## config.mk

```make
export PLATFORM = sky130hd
export DESIGN_NAME = fft_input_ctrl
export DESIGN_NICKNAME = d
export VERILOG_FILES = /design/src/rtl/fft_input_ctrl.sv
export SDC_FILE = /design/constraint.sdc
export NUM_CORES = 1
export LEC_CHECK = 0
export ABC_CLOCK_PERIOD_IN_PS = 4500
export CORE_AREA = 2 2 39 41
export CTS_BUF_LIST = sky130_fd_sc_hd__clkbuf_16
export DETAILED_ROUTE_END_ITERATION = 6
export DIE_AREA = 0 0 41 43
export DONT_BUFFER_PORTS = 1
export PLACE_DENSITY_LB_ADDON = 0.05
export SLEW_MARGIN = 40
export SYNTH_ARGS = -nofsm -noshare
export SYNTH_HDL_FRONTEND = slang
export SYNTH_SLANG_ARGS = --single-unit
```

## constraint.sdc

```tcl
create_clock -name clk -period 4.5 [get_ports clk]
set_input_delay 0.45 -clock clk [delete_from_list [all_inputs] [get_ports clk]]
set_output_delay 0.45 -clock clk [all_outputs]
set_load 0.02 [all_outputs]
```

## src/rtl/fft_input_ctrl.sv

```systemverilog
// Frame sequencer for the FFT input stage: paces an unbroken N-sample stream,
// drives the commutator select, and aligns output valid/last to the stage latency.
module fft_input_ctrl #(
  parameter int N   = 8,
  parameter int SEG = 1,
  parameter int LAT = 1
) (
  input  logic       clk,
  input  logic       rst,
  input  logic       start,
  input  logic       in_valid,
  output logic       in_ready,
  output logic       sel_1,
  output logic       out_valid,
  output logic       out_last,
  output logic       done,
  output logic       busy,
  output logic       err,
  output logic [7:0] frame_cnt
);

  // state | meaning
  // IDLE  | waiting for start, all outputs low
  // LOAD  | accepting samples, cnt = current sample index
  // FLUSH | draining LAT cycles of datapath latency
  // ERR   | stream gap seen, waiting for a restart
  typedef enum logic [1:0] {IDLE, LOAD, FLUSH, ERR} state_t;

  localparam int CW = $clog2(N);
  localparam int FW = (LAT > 1) ? $clog2(LAT) : 1;
  localparam int SB = $clog2(SEG);

  state_t          state, state_nxt;
  logic [CW-1:0]   cnt, cnt_nxt;
  logic [FW-1:0]   fcnt, fcnt_nxt;
  logic [LAT-1:0]  vsh_v, vsh_l;
  logic            accept, last_smp, gap, flush_end;

  always_comb begin
    state_nxt = state;
    cnt_nxt   = cnt;
    fcnt_nxt  = fcnt;
    accept    = 1'b0;
    gap       = 1'b0;
    last_smp  = (cnt == CW'(N - 1));
    flush_end = (state == FLUSH) && (fcnt == '0);
    case (state)
      IDLE: begin
        if (start) begin
          state_nxt = LOAD;
          cnt_nxt   = '0;
        end
      end
      LOAD: begin
        if (in_valid) begin
          accept = 1'b1;
          if (last_smp) begin
            cnt_nxt   = '0;
            fcnt_nxt  = FW'(LAT - 1);
            state_nxt = FLUSH;
          end else begin
            cnt_nxt = cnt + CW'(1);
          end
        end else begin
          // the commutator has no enable, so a missing sample corrupts the frame
          gap       = 1'b1;
          cnt_nxt   = '0;
          state_nxt = ERR;
        end
      end
      FLUSH: begin
        if (flush_end) state_nxt = IDLE;
        else           fcnt_nxt  = fcnt - FW'(1);
      end
      ERR: begin
        if (start) begin
          state_nxt = LOAD;
          cnt_nxt   = '0;
        end
      end
      default: state_nxt = IDLE;
    endcase
  end

  always_ff @(posedge clk or posedge rst) begin
    if (rst) begin
      state     <= IDLE;
      cnt       <= '0;
      fcnt      <= '0;
      vsh_v     <= '0;
      vsh_l     <= '0;
      frame_cnt <= '0;
    end else begin
      state <= state_nxt;
      cnt   <= cnt_nxt;
      fcnt  <= fcnt_nxt;
      if (gap) begin
        vsh_v <= '0;
        vsh_l <= '0;
      end else begin
        for (int i = LAT - 1; i > 0; i--) begin
          vsh_v[i] <= vsh_v[i-1];
          vsh_l[i] <= vsh_l[i-1];
        end
        vsh_v[0] <= accept;
        vsh_l[0] <= accept & last_smp;
      end
      if (flush_end) frame_cnt <= frame_cnt + 8'd1;
    end
  end

  assign in_ready  = (state == LOAD);
  assign sel_1     = (state == LOAD) & cnt[SB];
  assign out_valid = vsh_v[LAT-1];
  assign out_last  = vsh_l[LAT-1];
  assign done      = flush_end;
  assign busy      = (state == LOAD) || (state == FLUSH);
  assign err       = (state == ERR);

endmodule

```

==> impl_metrics.yaml <==
power_and_ir_drop:
  power_density_mw_per_mm2: 741
  finalPower_mw: 0.652
  peakVddDrop_uv: 361
  leakage_nw: 0.437
clock_network:
  clock-sinks: 16
  cts_tree: "built"
  ctsHoldBuffers: 0
  clk_latency_ns: 0.24
  post-cts-setup-buffer-count: 0
  cts_buffers: 3
  cts_htree_levels: 1
  cts_root_buffer: "clkbuf_16"
  cts_resized: 0
  clk_pin_slew_worst_paths_ns: 0.05
  cts.path.max_buffers: 2
yosys:
  async_flop_share: 1.00
  ys_seq_area_frac: 0.510
  synth.most_common_cell: "dfrtp_1"
  syn-cell-area_um2: 786
  ys_types: 22
  synth_largest_area_cell: "dfrtp_1"
  yosys-top-cells-count: "dfrtp_1, ha_1, nand2_1, xnor2_1, inv_1"
  synth_edf_count: 0
  synth_nets: 80
  yosysTopAreaCellShare: 0.510
  yosys_warnings: 0
  ys.flop_type: "dfrtp_1"
  syn_avg_cell_area_um2: 11.4
  synth_cells: 69
  synth.area.top_cells: "dfrtp_1, ha_1, xnor2_1"
  synth-seq-cells: 16
worst_setup_path:
  endpoint_kind: "output port"
  crit_path_max_incr_delay_ns: 0.64
  crit_fanout: 6
  worstSetupStartpoint: "state[0]"
  timing.critical_path.max_delay_family: "simple AND/OR/NAND/NOR gates"
  r2r-start: "state[0]"
  critPathKind: "reg -> out"
  worstPathRequired_ns: 4.05
  crit_path_start_kind: "flip-flop"
  path_cells: "inv_1 > ha_1 > nor2b_1"
  critPathBufInv: 1
  crit_arrival_ns: 1.56
  crit_slowest_cell: "nor2b_1"
placed_design:
  place_congestion: 0.644
  port_buffers: 0
  dp_hpwl_um: 928
die:
  die_w_um: 41
  core_area_mm2: 0.00138
  ios: 19
  rows: 14
  die_area_mm2: 0.00176
  die_h_um: 43
  start_util: 0.568
sta:
  holdWs_ns: 0.153
  skew_ns: 0.00372
  setup-tns-final_ns: 0
  finalCritPeriodShare: 0.447
  slew_headroom: 0.485
  fmax_mhz: 497
  slew_violations: 0
  min_period_ns: 2.01
  setup_viol: 0
  grt_setup_unrepaired: "no"
  hold_viol: 0
  tightest_slew_ns: 0.771
grt:
  grt_max_degree: 17
  grt_pass1_wl_um: 2290
  antenna_found_initial: 0
  grt_pass1_vias: 559
  gr-total-overflow: 0
  grt_usage: 0.202
layout:
  area_growth_pct: 11.9
  diodes: 0
  layout.nets: 84
  drive_above_1_share: 0.125
detailed_routing:
  wl_um: 1250
  via_count: 504
  viasPerCell: 5.73
  firstDrtPassIters: 2
  drcViolationCount: 0
  wl_per_cell_um: 14.1
  antenna_left: 0
  drt_iter0_drc: 3
status:
  outcome: "complete, no violations"
hold_path:
  min_path_type: "in -> async"
run:
  maxCapViolCount: 0
-- stage by stage --
step / util / std cells / instance area, µm² / worst slack (ns)
after floorplan: - / 69 / 786 / 2.92
after global placement: 0.579 / 84 / 801 / 2.68
after detailed placement: 0.579 / 84 / 801 / 2.65
after CTS: 0.636 / 88 / 880 / 2.47
after global routing: 0.636 / 88 / 880 / 2.36
final: 0.636 / 88 / 880 / 2.49
-- path summary, 6_finish.rpt --
path	to	cells after the start	slack [ns]
setup / recovery	done	3	2.49
hold / removal	cnt[2]	1	0.15
setup reg to reg	frame_cnt[1]	4	2.66
hold reg to reg	cnt[1]	2	0.50
max in group asynchronous	frame_cnt[7]	1	3.96
min in group clk	cnt[0]	2	0.39
-- layout make-up --
| cell class | count | area (µm²) |
|---|---|---|
| clock buffers | 3 | 75.1 |
| clock inverters | 1 | 3.75 |
| fillers | 118 | 504 |
| inverters | 6 | 22.5 |
| multi-input cells | 46 | 358 |
| flip-flops and latches | 16 | 400 |
| well taps | 16 | 20.0 |
-- cells in the final DEF (no fill, tap or decap) --
cell type,count
dfrtp_1,16
o41ai_1,1
o221ai_2,1
xor2_1,1
clkbuf_16,3
xnor2_1,6
a21oi_1,2
and2_1,1
and2b_1,2
and3_1,2
nor2b_1,2
mux2_2,3
ha_1,7
nand4_1,3
clkinv_1,1
nor2_1,2
nand2_1,6
nand2_2,1
o21ai_0,4
mux2i_1,1
inv_1,5
inv_2,1
and4b_1,1
-- power by group --
| part | internal, mW | switching (mW) | total, mW |
|---|---|---|---|
| combinational | 0.0926 | 0.129 | 0.221 |
| sequential | 0.187 | 0.0740 | 0.261 |
| clock | 0.118 | 0.0523 | 0.170 |
-- cell families after synthesis --
| kind of cell | count (synthesis) | synth area share |
|---|---|---|
| AND/OR/NAND/NOR | 20 | 0.142 |
| flip-flops | 16 | 0.510 |
| XOR/XNOR | 7 | 0.0780 |
| multiplexers | 4 | 0.0557 |
| adder cells (fa/ha/maj) | 7 | 0.111 |
| AO/OA/AOI/OAI | 8 | 0.0685 |
| buffers and inverters | 7 | 0.0350 |
-- registers in the layout, summed over array words and instances, names as in the netlist --
signal and flops:
cnt 3, fcnt 1, frame_cnt 8, out_last 1
out_valid 1, state 2
-- per-layer routing --
| layer | track usage | vias to the layer above | part of all wire |
|---|---|---|---|
| met3 | 0.0471 | 4 | 0.074 |
| met2 | 0.288 | 19 | 0.48 |
| li1 | - | 241 | - |
| met5 | 0 | - | 0 |
| met4 | 0.140 | 0 | 0.028 |
| met1 | 0.258 | 240 | 0.41 |
Power figures use the tool's default switching activity.
